<file path="config.mk">
export PLATFORM = sky130hd
export DESIGN_NAME = uart_fifo_io
export DESIGN_NICKNAME = d
export VERILOG_FILES = /design/src/rtl/uart_fifo_io.sv
export SDC_FILE = /design/constraint.sdc
export NUM_CORES = 1
export LEC_CHECK = 0
export BUFFER_PORTS_ARGS = -buffer_cell sky130_fd_sc_hd__buf_4
export CORE_MARGIN = 2
export CORE_UTILIZATION = 35
export DETAILED_ROUTE_END_ITERATION = 8
export PLACE_DENSITY = 0.56
export REMOVE_ABC_BUFFERS = 1
export SLEW_MARGIN = 15
export SYNTH_ARGS = -nofsm -noshare
export SYNTH_HDL_FRONTEND = slang
export SYNTH_SLANG_ARGS = --single-unit
</file>
<file path="constraint.sdc">
create_clock -name clk -period 3.4 [get_ports clk]
set_input_delay 0.68 -clock clk [delete_from_list [all_inputs] [get_ports clk]]
set_output_delay 0.68 -clock clk [all_outputs]
set_load 0.005 [all_outputs]
</file>
<file path="src/rtl/uart_fifo_io.sv">
// Register-mapped 8N1 UART with TX and RX FIFOs, level interrupt and a
// 2-flop synchronised receive input.
module uart_fifo_io #(
  parameter int CLK_DIV    = 868,
  parameter int FIFO_DEPTH = 8
) (
  input  logic        clk,
  input  logic        rst,
  input  logic [1:0]  addr,
  input  logic [31:0] wdata,
  input  logic        wen,
  input  logic        ren,
  output logic [31:0] rdata,
  input  logic        rx,
  output logic        tx,
  output logic        irq
);

  localparam int PW = (FIFO_DEPTH > 1) ? $clog2(FIFO_DEPTH) : 1;
  localparam int CW = PW + 1;
  localparam logic [15:0]   DIV_M1   = 16'(CLK_DIV - 1);
  localparam logic [15:0]   HALF_M1  = 16'(CLK_DIV / 2 - 1);
  localparam logic [CW-1:0] FULL_CNT = CW'(FIFO_DEPTH);

  typedef enum logic [1:0] {TX_IDLE, TX_START, TX_DATA, TX_STOP} tx_state_t;
  typedef enum logic [2:0] {RX_IDLE, RX_START, RX_DATA, RX_STOP, RX_WAIT_HIGH} rx_state_t;

  logic [3:0]    r_ctrl;
  logic          r_overrun, r_frame_err;
  logic [7:0]    r_tx_mem [FIFO_DEPTH];
  logic [PW-1:0] r_tx_wp, r_tx_rp;
  logic [CW-1:0] r_tx_cnt;
  logic [7:0]    r_rx_mem [FIFO_DEPTH];
  logic [PW-1:0] r_rx_wp, r_rx_rp;
  logic [CW-1:0] r_rx_cnt;
  tx_state_t     r_tx_state, w_tx_state_n;
  logic [15:0]   r_tx_div;
  logic [2:0]    r_tx_bit;
  logic [7:0]    r_tx_shift, w_tx_shift_n;
  logic          r_tx;
  rx_state_t     r_rx_state, w_rx_state_n;
  logic [15:0]   r_rx_div;
  logic [2:0]    r_rx_bit;
  logic [7:0]    r_rx_shift;
  logic          r_rx_s1, r_rx_s2, r_rx_d;
  logic [31:0]   r_rdata;
  logic          r_irq;

  logic w_wr_tx, w_wr_ctrl, w_rd_rx, w_flush, w_clr_sticky;
  logic w_tx_en, w_rx_en;
  logic w_tx_empty, w_tx_full, w_tx_push, w_tx_pop, w_tx_tick, w_tx_busy;
  logic w_rx_empty, w_rx_full, w_rx_push, w_rx_pop, w_rx_push_req;
  logic w_rx_sample, w_frame_err_set, w_overrun_set;
  logic [8:0]  w_rx_cnt9;
  logic [7:0]  w_rx_cnt8;
  logic [31:0] w_status;
  logic        w_unused_wdata;

  assign w_wr_tx      = wen && (addr == 2'd0);
  assign w_wr_ctrl    = wen && (addr == 2'd3);
  assign w_rd_rx      = ren && (addr == 2'd1);
  assign w_flush      = w_wr_ctrl && wdata[5];
  assign w_clr_sticky = w_wr_ctrl && wdata[4];
  assign w_rx_en      = r_ctrl[0];
  assign w_tx_en      = r_ctrl[1];
  assign w_unused_wdata = ^wdata[31:8];

  assign w_tx_empty = (r_tx_cnt == '0);
  assign w_tx_full  = (r_tx_cnt == FULL_CNT);
  assign w_tx_push  = w_wr_tx && (!w_tx_full || w_tx_pop);
  assign w_rx_empty = (r_rx_cnt == '0);
  assign w_rx_full  = (r_rx_cnt == FULL_CNT);
  assign w_rx_pop   = w_rd_rx && !w_rx_empty;
  assign w_rx_push  = w_rx_push_req && (!w_rx_full || w_rx_pop);
  assign w_overrun_set = w_rx_push_req && w_rx_full && !w_rx_pop;

  always_ff @(posedge clk) begin
    if (w_tx_push) r_tx_mem[r_tx_wp] <= wdata[7:0];
    if (w_rx_push) r_rx_mem[r_rx_wp] <= r_rx_shift;
  end

  // Flush wins over a same-cycle push so the FIFO ends up empty
  always_ff @(posedge clk) begin
    if (rst || w_flush) begin
      r_tx_wp <= '0; r_tx_rp <= '0; r_tx_cnt <= '0;
      r_rx_wp <= '0; r_rx_rp <= '0; r_rx_cnt <= '0;
    end else begin
      if (w_tx_push) r_tx_wp <= r_tx_wp + 1'b1;
      if (w_tx_pop)  r_tx_rp <= r_tx_rp + 1'b1;
      if (w_tx_push && !w_tx_pop)      r_tx_cnt <= r_tx_cnt + 1'b1;
      else if (!w_tx_push && w_tx_pop) r_tx_cnt <= r_tx_cnt - 1'b1;
      if (w_rx_push) r_rx_wp <= r_rx_wp + 1'b1;
      if (w_rx_pop)  r_rx_rp <= r_rx_rp + 1'b1;
      if (w_rx_push && !w_rx_pop)      r_rx_cnt <= r_rx_cnt + 1'b1;
      else if (!w_rx_push && w_rx_pop) r_rx_cnt <= r_rx_cnt - 1'b1;
    end
  end

  assign w_tx_tick = (r_tx_div == DIV_M1);
  assign w_tx_busy = (r_tx_state != TX_IDLE);

  always_comb begin
    w_tx_state_n = r_tx_state;
    w_tx_pop     = 1'b0;
    w_tx_shift_n = r_tx_shift;
    case (r_tx_state)
      TX_IDLE:  if (w_tx_en && !w_tx_empty) begin
                  w_tx_state_n = TX_START;
                  w_tx_pop     = 1'b1;
                end
      TX_START: if (w_tx_tick) w_tx_state_n = TX_DATA;
      TX_DATA:  if (w_tx_tick) begin
                  if (r_tx_bit == 3'd7) w_tx_state_n = TX_STOP;
                  else w_tx_shift_n = {1'b0, r_tx_shift[7:1]};
                end
      TX_STOP:  if (w_tx_tick) begin
                  if (w_tx_en && !w_tx_empty) begin
                    w_tx_state_n = TX_START;
                    w_tx_pop     = 1'b1;
                  end else begin
                    w_tx_state_n = TX_IDLE;
                  end
                end
      default:  w_tx_state_n = TX_IDLE;
    endcase
    if (w_tx_pop) w_tx_shift_n = r_tx_mem[r_tx_rp];
  end

  // tx is registered from the next state so it lines up with the state change
  always_ff @(posedge clk) begin
    if (rst) begin
      r_tx_state <= TX_IDLE;
      r_tx_div   <= '0;
      r_tx_bit   <= '0;
      r_tx       <= 1'b1;
    end else begin
      r_tx_state <= w_tx_state_n;
      r_tx_div   <= (r_tx_state == TX_IDLE || w_tx_tick) ? 16'd0 : r_tx_div + 16'd1;
      if (r_tx_state != TX_DATA) r_tx_bit <= '0;
      else if (w_tx_tick)        r_tx_bit <= r_tx_bit + 3'd1;
      case (w_tx_state_n)
        TX_START: r_tx <= 1'b0;
        TX_DATA:  r_tx <= w_tx_shift_n[0];
        default:  r_tx <= 1'b1;
      endcase
    end
  end

  always_ff @(posedge clk) r_tx_shift <= w_tx_shift_n;

  always_comb begin
    w_rx_state_n    = r_rx_state;
    w_rx_push_req   = 1'b0;
    w_frame_err_set = 1'b0;
    w_rx_sample     = 1'b0;
    case (r_rx_state)
      RX_IDLE:      if (w_rx_en && !r_rx_s2 && r_rx_d) w_rx_state_n = RX_START;
      RX_START:     if (r_rx_div == HALF_M1) w_rx_state_n = r_rx_s2 ? RX_IDLE : RX_DATA;
      RX_DATA:      if (r_rx_div == DIV_M1) begin
                      w_rx_sample = 1'b1;
                      if (r_rx_bit == 3'd7) w_rx_state_n = RX_STOP;
                    end
      RX_STOP:      if (r_rx_div == DIV_M1) begin
                      if (r_rx_s2) begin
                        w_rx_push_req = 1'b1;
                        w_rx_state_n  = RX_IDLE;
                      end else begin
                        w_frame_err_set = 1'b1;
                        w_rx_state_n    = RX_WAIT_HIGH;
                      end
                    end
      RX_WAIT_HIGH: if (r_rx_s2) w_rx_state_n = RX_IDLE;
      default:      w_rx_state_n = RX_IDLE;
    endcase
  end

  always_ff @(posedge clk) begin
    if (rst) begin
      r_rx_s1    <= 1'b1;
      r_rx_s2    <= 1'b1;
      r_rx_d     <= 1'b1;
      r_rx_state <= RX_IDLE;
      r_rx_div   <= '0;
      r_rx_bit   <= '0;
    end else begin
      r_rx_s1    <= rx;
      r_rx_s2    <= r_rx_s1;
      r_rx_d     <= r_rx_s2;
      r_rx_state <= w_rx_state_n;
      r_rx_div   <= (w_rx_state_n != r_rx_state || w_rx_sample || r_rx_state == RX_IDLE)
                    ? 16'd0 : r_rx_div + 16'd1;
      if (r_rx_state != RX_DATA) r_rx_bit <= '0;
      else if (w_rx_sample)      r_rx_bit <= r_rx_bit + 3'd1;
    end
  end

  always_ff @(posedge clk) begin
    if (w_rx_sample) r_rx_shift <= {r_rx_s2, r_rx_shift[7:1]};
  end

  assign w_rx_cnt9 = 9'(r_rx_cnt);
  assign w_rx_cnt8 = w_rx_cnt9[8] ? 8'hFF : w_rx_cnt9[7:0];
  assign w_status  = {16'h0, w_rx_cnt8, 1'b0, w_tx_busy, r_frame_err, r_overrun,
                      w_tx_full, w_tx_empty, w_rx_full, !w_rx_empty};

  always_ff @(posedge clk) begin
    if (rst) begin
      r_ctrl      <= 4'h3;
      r_overrun   <= 1'b0;
      r_frame_err <= 1'b0;
      r_rdata     <= '0;
      r_irq       <= 1'b0;
    end else begin
      if (w_wr_ctrl) r_ctrl <= wdata[3:0];
      if (w_clr_sticky) begin
        r_overrun   <= 1'b0;
        r_frame_err <= 1'b0;
      end
      if (w_overrun_set)   r_overrun   <= 1'b1;
      if (w_frame_err_set) r_frame_err <= 1'b1;
      if (ren) begin
        case (addr)
          2'd1:    r_rdata <= w_rx_empty ? 32'h0 : {24'h0, r_rx_mem[r_rx_rp]};
          2'd2:    r_rdata <= w_status;
          2'd3:    r_rdata <= {28'h0, r_ctrl};
          default: r_rdata <= 32'h0;
        endcase
      end
      r_irq <= (r_ctrl[2] && !w_rx_empty) || (r_ctrl[3] && w_tx_empty && !w_tx_busy);
    end
  end

  assign rdata = r_rdata;
  assign tx    = r_tx;
  assign irq   = r_irq;

endmodule
</file>
# ---- After elaboration in Yosys (flattened, before gate mapping)
# Memories as Yosys holds them, arrays and structs flattened. A register that Yosys moved wholly into a read port is not among the register bits.
# Index checks and enable logic that the tools add are counted.
dict set report classes {
  n_addsub 12
  n_mul 0
  div 0
  order_cmp 0
  eq_ne 23
  shifts 0
  mux 49
  bitwise_logic 0
  n_reduce_logical 54
}
# operator count
set op_table {}
lappend op_table {{$mux 8} 5}
lappend op_table {{$pmux 12 s3} 1}
lappend op_table {{$mux 3} 11}
lappend op_table {{$add 16x1->16 const B} 2}
lappend op_table {{$eq 16x10->1 const B} 2}
lappend op_table {{$logic_and 1x1->1} 20}
lappend op_table {{$add 3x1->3 const B} 6}
lappend op_table {{$mux 1} 18}
lappend op_table {{$eq 16x9->1 const B} 1}
lappend op_table {{$mux 4} 4}
lappend op_table {{$pmux 3 s5} 1}
lappend op_table {{$reduce_bool 2->1} 7}
lappend op_table {{$mux 2} 6}
lappend op_table {{$eq 2x2->1 const B} 5}
lappend op_table {{$logic_not 1->1} 10}
lappend op_table {{$eq 3x3->1 const B} 3}
lappend op_table {{$add 4x1->4 const B} 2}
lappend op_table {{$eq 4x4->1 const B} 2}
lappend op_table {{$logic_not 4->1} 2}
lappend op_table {{$pmux 2 s4} 1}
lappend op_table {{$reduce_or 2->1} 4}
lappend op_table {{$sub 4x1->4 const B} 2}
lappend op_table {{$logic_or 1x1->1} 7}
lappend op_table {{$eq 2x1->1 const B} 3}
lappend op_table {{9 further kinds} 13}
dict set report totals {
  ff_bits 122
  latch_bits 0
  ram_bits 128
  rom_bits 0
  in_bits 39
  output_inout_bits 34
  elab_cells 164
  mem_count 2
}
# name words width read_ports rd_clocked_by_memory_dff write_ports line_no
set memory_table {}
lappend memory_table {r_rx_mem 8 8 1 1 1 33} ;# logic [7:0] r_rx_mem [FIFO_DEPTH];
lappend memory_table {r_tx_mem 8 8 1 1 1 30} ;# logic [7:0] r_tx_mem [FIFO_DEPTH];

# ---- Depth between registers and ports, before layout
# Gate-level depths: netlist of run 1.
dict set report depth {
  ltp_word 12
  depth_mapped 17
  depth_no_buf 15
}

# ---- Least setup slack after synthesis of run 1
# OpenSTA, ideal clock, no wires.
dict set report synth_path {
  path_type {reg-to-reg}
  startpoint {register r_tx_div[0]}
  endpoint {register r_tx_cnt[3]}
  setup_time_ns 0.071
  arrival_ns 3.165
  t_required_ns 3.329
  setup_slack_ns 0.165
  stages_incl_launch_ff 18
  path_buffers 2
  period_less_slack_ns 3.235
  cell_sequence {dfxtp_1 > ha_1 > and4b_1 > and4_1 > buf_6 > a21o_1 > and2_4 > buf_6 > o21ai_4 > inv_2 > ha_1 > inv_1 > ha_1 > a21o_1 > a21oi_1 > xnor2_1 > or3_1 > a21oi_1}
}
dict set report synth_via {
  elab_chain_cells 8
}
# element line_no
set synth_rtl {}
lappend synth_rtl {{start, declared} 37} ;# logic [15:0] r_tx_div;
lappend synth_rtl {{start signal, assigned} 138} ;# r_tx_div <= (r_tx_state == TX_IDLE || w_tx_tick) ? 16'd0 : r_tx_div + 16'd1;
lappend synth_rtl {{$eq 16x10->1 (*)} 99} ;# assign w_tx_tick = (r_tx_div == DIV_M1);
lappend synth_rtl {{$mux 1 (*)} 116} ;# TX_STOP: if (w_tx_tick) begin
lappend synth_rtl {{$pmux 1 s2 (*)} 106} ;# case (r_tx_state)
lappend synth_rtl {{$logic_or 1x1->1 (*)} 70} ;# assign w_tx_push = w_wr_tx && (!w_tx_full || w_tx_pop);
lappend synth_rtl {{$logic_and 1x1->1 (*)} 70}
lappend synth_rtl {{net w_tx_push} 51} ;# logic w_tx_empty, w_tx_full, w_tx_push, w_tx_pop, w_tx_tick, w_tx_busy;
lappend synth_rtl {{$logic_not 1->1} 91} ;# else if (!w_tx_push && w_tx_pop) r_tx_cnt <= r_tx_cnt - 1'b1;
lappend synth_rtl {{$logic_and 1x1->1} 91}
lappend synth_rtl {{$reduce_bool 2->1 (no line)} --}
lappend synth_rtl {{end signal, assigned} 90} ;# if (w_tx_push && !w_tx_pop) r_tx_cnt <= r_tx_cnt + 1'b1;
lappend synth_rtl {{end signal, assigned} 91}
lappend synth_rtl {{end, declared} 32} ;# logic [CW-1:0] r_tx_cnt;
# The timed path passes the listed nets; every way through them passes the cells marked *.
# A chain may end at the register's enable or synchronous reset.

# ---- Worst setup path after layout of run 1
dict set report layout_path {
  startpoint {register r_tx_cnt[0]}
  endpoint {register r_tx_cnt[3]}
}
dict set report layout_via {
  elab_chain_cells 11
}
# element line_no
set layout_rtl {}
lappend layout_rtl {{$logic_not 4->1} 68} ;# assign w_tx_empty = (r_tx_cnt == '0);
lappend layout_rtl {{$logic_not 1->1} {107, 117}}
lappend layout_rtl {{$logic_and 1x1->1} {107, 117}}
lappend layout_rtl {{$mux 1} {107, 117}}
lappend layout_rtl {{$mux 1} 116}
lappend layout_rtl {{$pmux 1 s2} 106}
lappend layout_rtl {{$logic_or 1x1->1 (*)} 70}
lappend layout_rtl {{$logic_and 1x1->1 (*)} 70}
lappend layout_rtl {{net w_tx_push} 51}
lappend layout_rtl {{$logic_not 1->1} 91}
lappend layout_rtl {{$logic_and 1x1->1} 91}
lappend layout_rtl {{$reduce_bool 2->1 (no line)} --}
# The timed path passes the listed nets; every way through them passes the cells marked *. The select of a mux whose other input is x is not followed.

==> metrics.txt, run 1 <==
post-CTS setup repair buffer count 0; HP Start rx; RSZ-0062 raised after global routing no; # diodes 0; Num CTS Buffers 26; yosys warns 0; maximum clock path buffer count 3; drt initial violations about 360; R2R depth 14; fin nets around 870; global route total overflow 0; Hold Crit Endpoint r_rx_s1; initial antenna violation count 0; Post-route DRC 0; FF-to-FF setup slack ~0.27 ns; count leader, synth edfxtp_1; Power Dens Cells around 610 mW/mm^2; asr flop ratio synth 0%; FP Rows between 60 and 70; Leakage 3.88 nW; reg2reg start r_tx_cnt[0]; Setup WS pre-CTS ~0.23 ns; Synth cell types 58; core area 0.0278 sq mm; DRT Wirelength 19,500 microns; die area just under 0.03 sq mm; Die X 172 microns; drt first pass iters 4; GRT Resource Usage Total roughly 14%; crit-path max cell delay around 0.57 ns; clk_lat worst skew roughly 0.53 ns; vias in the first global route approximately 5,700; crit start category flip-flop; skew final 0.0194 ns; fmax ~320 MHz; share of the synthesized area in the top cell type a little over two fifths; P&R area growth vs syn 15.7%; fin worst setup slack roughly 0.27 ns; first-pass GRT wire length between 30,000 and 40,000 microns; Worst Path Arrival between 3 and 4 ns; worst slew pin tran roughly 0.83 ns; H-tree depth 1; status finished clean; fillcell total about 2,600; Post-Syn Area 0.00986 sq mm; Worst Hold Class in2reg; Max FO, Critical Path 6; post-route setup TNS 0 ns; Post-synth EDFFs roughly 140; worst vdd ir 0.000419 V; top cell type by total area after synthesis edfxtp_1; Via Count ~5,700; critical path, cell by cell or4_4 -> nand2_1 -> nor2_1 -> and2_4 -> o21ai_4 -> inv_2 -> ha_1 -> inv_1 -> ha_1 -> a21o_1 -> a21oi_1 -> xnor2_1 -> or3_1 -> a21oi_1; worst r2r dst r_tx_cnt[3]; hold path depth 2; DP HPWL about 13,000 microns; DR WL/cell between 15 and 20 microns; share of layout cells above drive strength 1 approximately 19%; Sink Count approximately 240; Synth area leaders edfxtp_1, dfxtp_1, mux4_2; Port Buf Inserts 28; sequential area share after synthesis between 60% and 70%; CTS Root Cell clkbuf_16; TritonCTS clock tree built; fin crit share between 90% and 100%; Synth top cells by count edfxtp_1, nor2_1, dfxtp_1; Die Y ~170 microns; Final Hold Fails 0; Gate Count Post-Synth about 750; Synth Register Bits roughly 240; Most used DFF post-synth edfxtp_1; Starting Density 35.5%; vias per std cell 4.76; Period minus WS final between 3 and 4 ns; Slew Limit Fails 0; crit path capture type flip-flop; Worst EP required between 3 and 4 ns; Rel. slew slack 44.3%; critical path type reg2reg; Max-cap violations 0; syn_area_per_cell around 13 sq um; Crit-path slowest cell or4_4; ANT nets after route 0; # IOs 73; Final GP Congestion around 0.72; largest net degree at the start of global routing 20; Final setup viols 0; Worst-path clk slew 0.06 ns
[worst max-delay path: cells and delay by family (launching register included)]
kind	cells	cell delay (ns)
XOR/XNOR	1	0.09
AND/OR/NAND/NOR	5	1.28
buffers and inverters	2	0.19
AO/OA/AOI/OAI	4	0.64
adder cells (fa/ha/maj)	2	0.47
flip-flops	1	0.37
[state kept, by name, indices dropped and copies added (netlist names), 8 cells and up, named ones only]
register	count
r_rx_mem	64
r_tx_mem	64
r_rx_div	16
r_tx_div	16
rdata	12
r_rx_shift	8
r_tx_shift	8
[through the flow]
step                      power [mW]  utilization (%)  cells  instance area (sq um)  hold WS [ns]
after detailed placement        4.48             38.1   1153                  10600         0.398
after floorplan                 4.15                -    716                   9650         0.389
after global routing            7.36             41.1   1200                  11400         0.322
after global placement          4.47             38.1   1153                  10600         0.391
final                           7.01             41.1   1200                  11400         0.328
after CTS                       7.12             41.0   1200                  11400         0.303
[how the worst max path moves through the flow]
stage / start / endpoint / slack (ns) / depth (start not counted)
6_report: r_tx_cnt[0] / r_tx_cnt[3] / 0.27 / 14
5_1_grt: r_tx_div[0] / r_tx_cnt[3] / 0.008 / 15
4_1_cts: r_tx_div[0] / r_tx_cnt[3] / 0.20 / 15
3_5_place_dp: r_tx_div[0] / r_tx_cnt[3] / 0.23 / 15
3_3_place_gp: r_tx_div[0] / r_tx_cnt[3] / 0.23 / 15
2_1_floorplan: r_tx_div[0] / r_tx_cnt[3] / 0.29 / 15
[routing by layer]
metal / global-route usage [%] / vias to the layer above / routed length, microns
met3: 2.29 / 30 / 714
met5: 0 / - / 0
met1: 18.3 / 2805 / 8860
li1: - / 2802 / -
met4: 2.85 / 0 / 314
met2: 23.9 / 79 / 9600
[layout by cell type (no fill, tap or decap), types with 3 or more instances in the layout]
master	netlist	layout
and3_1	7	7
clkinv_2	0	6
and4_1	5	5
a31o_2	6	6
xor2_1	25	25
nand2b_1	11	11
nor3_1	16	16
a21oi_1	25	25
or2_2	4	4
mux4_2	32	32
nand3_1	21	21
o21ai_0	12	12
nor2b_1	6	6
buf_4	21	59
or3_1	6	6
a211oi_1	3	3
clkbuf_16	0	26
clkbuf_8	0	4
nor4_2	0	4
nand4_1	7	7
dfxtp_1	93	93
edfxtp_1	143	143
conb_1	1	20
a21o_1	4	4
xnor2_1	16	16
inv_1	15	15
ha_1	22	21
nand2_1	46	46
clkbuf_1	18	6
nor2_1	100	100
o211ai_1	5	5
mux2i_1	24	24
nor4_1	7	3
[repair_timing]
item | in CTS | in global routing
endpoints found under the setup margin | 0 | 1
hold buffers | 0 | 0
gates resized for setup | 0 | 3
[final cells by class]
type | count | area [sq um] | area share (%)
Multi-Input combinational cell | 464 | 3480 | 30.5
Clock inverter | 9 | 57.6 | 0.504
Sequential cell | 236 | 6160 | 54.0
Tap cell | 378 | 473 | 4.15
Inverter | 16 | 60.1 | 0.526
Clock buffer | 38 | 743 | 6.51
Timing Repair Buffer | 59 | 443 | 3.88
[power breakdown]
part	switching, mW	internal, mW
sequential	0.0972	3.18
combinational	0.619	0.518
clock	1.09	1.51
total	1.81	5.21
[kinds of logic after synthesis]
logic type	after synthesis	share of synthesized area [%]
AND/OR/NAND/NOR	249	12.4
AO/OA/AOI/OAI	72	4.87
multiplexers	58	10.0
XOR/XNOR	41	3.64
flip-flops	236	62.4
other	1	0.0380
adder cells (fa/ha/maj)	24	3.20
buffers and inverters	65	3.49
(Power assumes the default switching activity.)
==> run 2, diff against run 1 <==
--- a/config.mk
+++ b/config.mk
@@ -7,7 +7,8 @@
 export LEC_CHECK = 0
+export ABC_AREA = 1
 export BUFFER_PORTS_ARGS = -buffer_cell sky130_fd_sc_hd__buf_4
 export CORE_MARGIN = 2
-export CORE_UTILIZATION = 35
+export CORE_UTILIZATION = 54
 export DETAILED_ROUTE_END_ITERATION = 8
-export PLACE_DENSITY = 0.56
+export PLACE_DENSITY = 0.78
 export REMOVE_ABC_BUFFERS = 1
==> constraint.sdc (replaced) <==
create_clock -name clk -period 3.4 [get_ports clk]
set_input_delay 0.34 -clock clk [delete_from_list [all_inputs] [get_ports clk]]
set_output_delay 0.34 -clock clk [all_outputs]
set_load 0.005 [all_outputs]
==> run 2 against run 1 <==
Against the previous run: count of clock-buffer cells in the layout shrank 12; flip-flop and latch count is the same; critical path type unchanged; die area shrank 32%; via count grew 26%; clock power grew 4%; fmax grew 4.9%; utilization grew 20 points; combinational power shrank 19%; design area grew 0.54%; critical endpoint unchanged.
==> metrics.txt, run 2 <==
Synth cell types 47 (-19%); placed cell count 1,284 (+11%); yosys warns 0 (unchanged); Num CTS Buffers 25 (-3.8%); Regs by FF count r_rx_mem x64, r_tx_mem x64; ANT nets after route 0 (unchanged); global route total overflow 0 (unchanged); Final setup viols 0 (unchanged); Port Buf Inserts 28 (unchanged); first-pass GRT wire length 33,000 microns (+4.6%); Synth Register Bits 236 (unchanged); crit start category flip-flop; Slew Limit Fails 0 (unchanged); Max FO, Critical Path 4 (-2); commonest non-fill, non-tap cells in the layout nand2_1, nor2_1, edfxtp_1; # IOs 73 (unchanged); clk_lat worst skew 0.51 ns (-0.02 ns); Synth top cells by count nand2_1, nor2_1, edfxtp_1; share of layout cells above drive strength 1 12.0% (-7.2 points); Period minus WS final 2.98 ns (-0.146 ns); fin cells 1,329 (+11%); Max-cap violations 0 (unchanged); largest net degree at the start of global routing 34 (+70%); Final Util 61.5% (+20 points); fmax 335 MHz (+4.9%); Post-Syn Area 0.0102 sq mm (+3.8%); skew final 0.00906 ns (-0.0104 ns); Rel. slew slack 37.2% (-7.1 points); Worst Hold Class in2reg; Via Count 7,196 (+26%); TritonCTS clock tree built; initial antenna violation count 0 (unchanged); die area 0.0201 sq mm (-32%); worst slew pin tran 0.941 ns (+0.107 ns); Post-route DRC 0 (unchanged); drt initial violations 479 (+32%); Die Y 142 microns (-18%); core area 0.0186 sq mm (-33%); Final GP Congestion 0.846 (+17%); Most used DFF post-synth edfxtp_1; drt first pass iters 5 (+1); fin nets 1,140 (+32%); Die X 142 microns (-18%); H-tree depth 1 (unchanged); Sink Count 236 (unchanged); P&R area growth vs syn 12.1%; maximum clock path buffer count 3 (unchanged); sequential area share after synthesis 60.1% (-2.3 points); Worst EP required 3.79 ns (-0.06 ns); fin crit share 87.8% (-4.3 points); worst vdd ir 0.000574 V (+37%); vias in the first global route 6,780 (+19%); # resized after CTS 0 (unchanged); Gate Count Post-Synth 1,035 (+39%); dpl cell area 0.0106 sq mm (+0.51%); GRT Resource Usage Total 20.7% (+6.9 points); count leader, synth nand2_1; asr flop ratio synth 0% (unchanged); DP HPWL 13,300 microns (+2.4%); critical path type reg2reg; FF-to-FF setup slack 0.42 ns (+0.15 ns); vias per std cell 5.41 (+14%); CTS Root Cell clkbuf_16; CTS Hold Bufs 0 (unchanged); status finished clean; fillcell total 1,497 (-43%); post-CTS setup repair buffer count 0 (unchanged); Leakage 4.35 nW (+12%); syn_area_per_cell 9.89 sq um (-25%); Post-synth EDFFs 143 (unchanged); Synth area leaders edfxtp_1, dfxtp_1, nand2_1; share of the synthesized area in the top cell type 42.0% (-1.6 points); post-route setup TNS 0 ns (unchanged); DRT Wirelength 20,500 microns (+5.3%); FP Rows 50 (-18%); Worst-path clk slew 0.06 ns (about the same); Starting Density 54.9% (+19 points); RSZ-0062 raised after global routing no; Worst Path Arrival 3.38 ns (-0.20 ns); top cell type by total area after synthesis edfxtp_1; Power Dens Cells 599 mW/mm^2 (-2.7%); DR WL/cell 15.4 microns (-4.9%); Final Hold Fails 0 (unchanged); most common cell after layout, fill and taps aside nand2_1; final instance area 0.0115 sq mm (+0.54%); crit path capture type flip-flop
[run 2: cell types whose count changed after synthesis, moves of 22 or more]
cell	previous run	this run
a21oi_1	25	55
nor2_1	100	155
inv_1	15	80
mux2i_1	24	0
nand2_1	46	164
nand3_1	21	43
mux4_2	32	0
o21ai_0	12	85
[run 2: area by class of cell]
type	count	area, sq um	share of cell area (%)
flip-flops and latches	236	6160	53.7
multi-input cells	681	3530	30.7
clock buffers	26	629	5.49
repair buffers	46	345	3.01
inverters	87	327	2.85
well taps	234	293	2.55
clock inverters	18	191	1.67
diodes	1	2.50	0.0218
[run 2: cells by family after synthesis]
family          count (synthesis)  share of synthesized area, %
flops                         236                          60.1
xor+xnor                       20                          1.71
fa+ha+maj                      24                          3.08
other cells                     1                        0.0366
compound gates                187                          10.3
simple gates                  430                          18.6
buf+inv                       137                          6.10
[run 2: path summary, 6_finish.rpt]
check | startpoint | end | depth (start not counted)
worst max-delay path | r_tx_div[0] | r_tx_cnt[3] | 22
worst min-delay path | rx | r_rx_s1 | 2
worst max register to register | r_tx_div[0] | r_tx_cnt[3] | 22
worst min register to register | r_rx_s1 | r_rx_s2 | 1
[run 2: report_power, final]
part	internal, mW	switching, mW	leakage, nW
clock	1.64	1.06	0.401
sequential	3.16	0.0740	2.04
combinational	0.318	0.608	1.90
total	5.12	1.74	4.35
[run 2: worst max-delay path: stages (launching register included)]
cell     delay (ns)
dfxtp_1        0.35
ha_1           0.17
inv_1          0.06
nor2_1         0.12
nand2_1        0.09
nor2_2         0.12
nand3_1        0.12
nand2_1        0.10
nand2_1        0.09
nand2_1        0.11
nand2_1        0.11
inv_2          0.11
ha_1           0.18
inv_1          0.09
ha_1           0.29
a21oi_1        0.16
nor2_1         0.05
nor2_1         0.12
nor2_1         0.06
nor2_1         0.09
nand2_1        0.07
o21ai_0        0.14
a21oi_1        0.06
[run 2: per-stage QoR]
stage | total power [mW] | setup slack [ns] | hold slack, ns
finish | 6.86 | 0.416 | 0.0161
global route | 7.20 | 0.0967 | 0.0131
CTS | 6.92 | 0.428 | 0.00206
detailed placement | 4.20 | 0.491 | 0.397
global placement | 4.17 | 0.567 | 0.393
floorplan | 3.92 | 0.521 | 0.389
[run 2: per-layer routing]
layer | vias to the layer above | track usage [%] | share of wire (%)
li1 | 3584 | - | -
met1 | 3361 | 27.9 | 44
met2 | 207 | 35.0 | 49
met3 | 44 | 3.48 | 5.7
met4 | 0 | 5.58 | 2.2
met5 | - | 0 | 0
==> run 3, diff against run 2 <==
- CORE_MARGIN: 2 -> 4
- CORE_UTILIZATION: 54 -> 56
- CTS_BUF_LIST: default -> sky130_fd_sc_hd__clkbuf_8
- PLACE_DENSITY: 0.78 -> 0.81
==> run 3 against run 2 <==
Against the previous run: final cell count grew 2.0%; sequential power about the same; register-to-register slack gained 0.06 ns; critical path depth stayed put; clock skew is 0.0097 ns higher; largest power group unchanged; highest routed layer is now met5.
==> metrics.txt, run 3 (synthesis results as in run 2) <==
Worst Path Arrival 3.34 ns (-0.04 ns); status finished clean; most common cell after layout, fill and taps aside nand2_1; Reg area 0.00616 sq mm (unchanged); first-pass GRT wire length 32,900 microns (-0.33%); worst vdd ir 0.000349 V (-39%); Final Hold Slack 0.0365 ns (+0.0204 ns); FP Rows 49 (-2.0%); share of layout cells above drive strength 1 13.6% (+1.6 points); crit-path max cell delay 0.36 ns (about the same); P&R area growth vs syn 11.8%; post-route setup TNS 0 ns (unchanged); die area 0.0205 sq mm (+2.2%); RSZ-0062 raised after global routing no; Period minus WS final 2.92 ns (-0.0632 ns); drt first pass iters 6 (+1); critical path, cell by cell ha_1 -> inv_1 -> nor2_1 -> nand2_1 -> nor2_2 -> nand3_1 -> nand2_1 -> nand2_1 -> nand2_1 -> nand2_1 -> inv_2 -> ha_1 -> inv_1 -> ha_1 -> a21oi_1 -> nor2_1 -> nor2_1 -> nor2_1 -> nor2_1 -> nand2_1 -> o21ai_0 -> a21oi_1; initial antenna violation count 1 (+1); dpl cell area 0.0107 sq mm (+0.29%); Rel. slew slack 34.4% (-2.9 points); fin nets 1,160 (+1.8%); DRT Wirelength 20,200 microns (-1.6%); crit path capture type flip-flop; fin crit share 85.9% (-1.9 points); Worst EP required 3.82 ns (+0.03 ns); Via Count 7,242 (+0.64%); Slew Limit Fails 0 (unchanged); Die Y 143 microns (+1.1%); Power Dens Cells 568 mW/mm^2 (-5.0%); drt initial violations 575 (+20%); CTS Root Cell clkbuf_8; Num CTS Buffers 39 (+56%); Final Hold Fails 0 (unchanged); Post-route DRC 0 (unchanged); count of buffer and inverter cells on the critical path 3 (unchanged); commonest non-fill, non-tap cells in the layout nand2_1, nor2_1, edfxtp_1; maximum clock path buffer count 3 (unchanged); # IOs 73 (unchanged); fmax 342 MHz (+2.2%); final instance area 0.0114 sq mm (-0.27%); GRT Resource Usage Total 20.1% (-0.55 points); Sink Count 236 (unchanged); H-tree depth 2 (+1); CP delay by family, top simple AND/OR/NAND/NOR gates; Final Util 63.7% (+2.2 points); global route total overflow 0 (unchanged); TritonCTS clock tree built; core area 0.0180 sq mm (-3.6%); vias per std cell 5.34 (-1.4%); fillcell total 1,435 (-4.1%); DR WL/cell 14.9 microns (-3.5%); clk_lat worst skew 0.54 ns (+0.03 ns); skew final 0.0188 ns (+0.00971 ns); Die X 143 microns (+1.1%); DP HPWL 13,100 microns (-1.5%); Regs by FF count r_rx_mem x64, r_tx_mem x64; largest net degree at the start of global routing 33 (-2.9%); Final setup viols 0 (unchanged); Max-cap violations 0 (unchanged); critical path type reg2reg; crit start category flip-flop; area of the multi-input gates 0.00353 sq mm (unchanged); Port Buf Inserts 28 (unchanged); Leakage 4.41 nW (+1.5%); Worst Hold Class in2reg; Crit-path slowest cell dfxtp_1; # resized after CTS 0 (unchanged); ANT nets after route 0 (unchanged); vias in the first global route 6,881 (+1.5%); Max FO, Critical Path 4 (unchanged); Starting Density 57.0% (+2.1 points); # diodes 0 (-1); worst slew pin tran 0.984 ns (+0.0430 ns); cell mode on critical path nand2_1; Worst-path clk slew 0.06 ns (about the same); Final GP Congestion 0.836 (-1.2%)
==> run 3: timing repair <==
action / 4_1_cts / 5_1_grt
setup buffers: 0 / 0
hold buffers: 1 / 0
hold endpoints to repair: 1 / 0
==> run 3: area by class of cell <==
cell class              instances  area share, %
inverters                      87           2.85
well taps                     229           2.50
clock buffers                  44           5.29
multi-input cells             681           30.8
clock inverters                27           1.27
flip-flops and latches        236           53.8
repair buffers                 52           3.43
==> run 3: per-stage QoR <==
stage,total power [mW],std cells,worst slack [ns]
6_report,6.50,1356,0.479
3_5_place_dp,4.19,1284,0.491
4_1_cts,6.54,1356,0.486
3_3_place_gp,4.16,1284,0.574
5_1_grt,6.84,1356,0.0634
2_1_floorplan,3.92,1004,0.521
==> run 3: power breakdown <==
group          switching (mW)  internal (mW)
sequential             0.0710           3.16
clock                    1.09           1.27
combinational           0.596          0.319
==> run 3: path summary, 6_finish.rpt <==
kind	start	end	slack [ns]	cells past startpoint
max	r_tx_div[0]	r_tx_cnt[3]	0.48	22
min	wdata[7]	r_tx_mem[6][7]	0.04	1
max reg2reg	r_tx_div[0]	r_tx_cnt[3]	0.48	22
min reg2reg	r_rx_s1	r_rx_s2	0.41	1
==> run 3: metal layers <==
layer / wire, microns / vias to the layer above / share of wire [%] / GRT usage, %
met5: 20 / - / 0.099 / 0
met4: 470 / 2 / 2.3 / 7.60
met3: 1650 / 48 / 8.2 / 4.19
met2: 9380 / 248 / 46 / 31.8
met1: 8670 / 3315 / 43 / 27.6
li1: - / 3629 / - / -
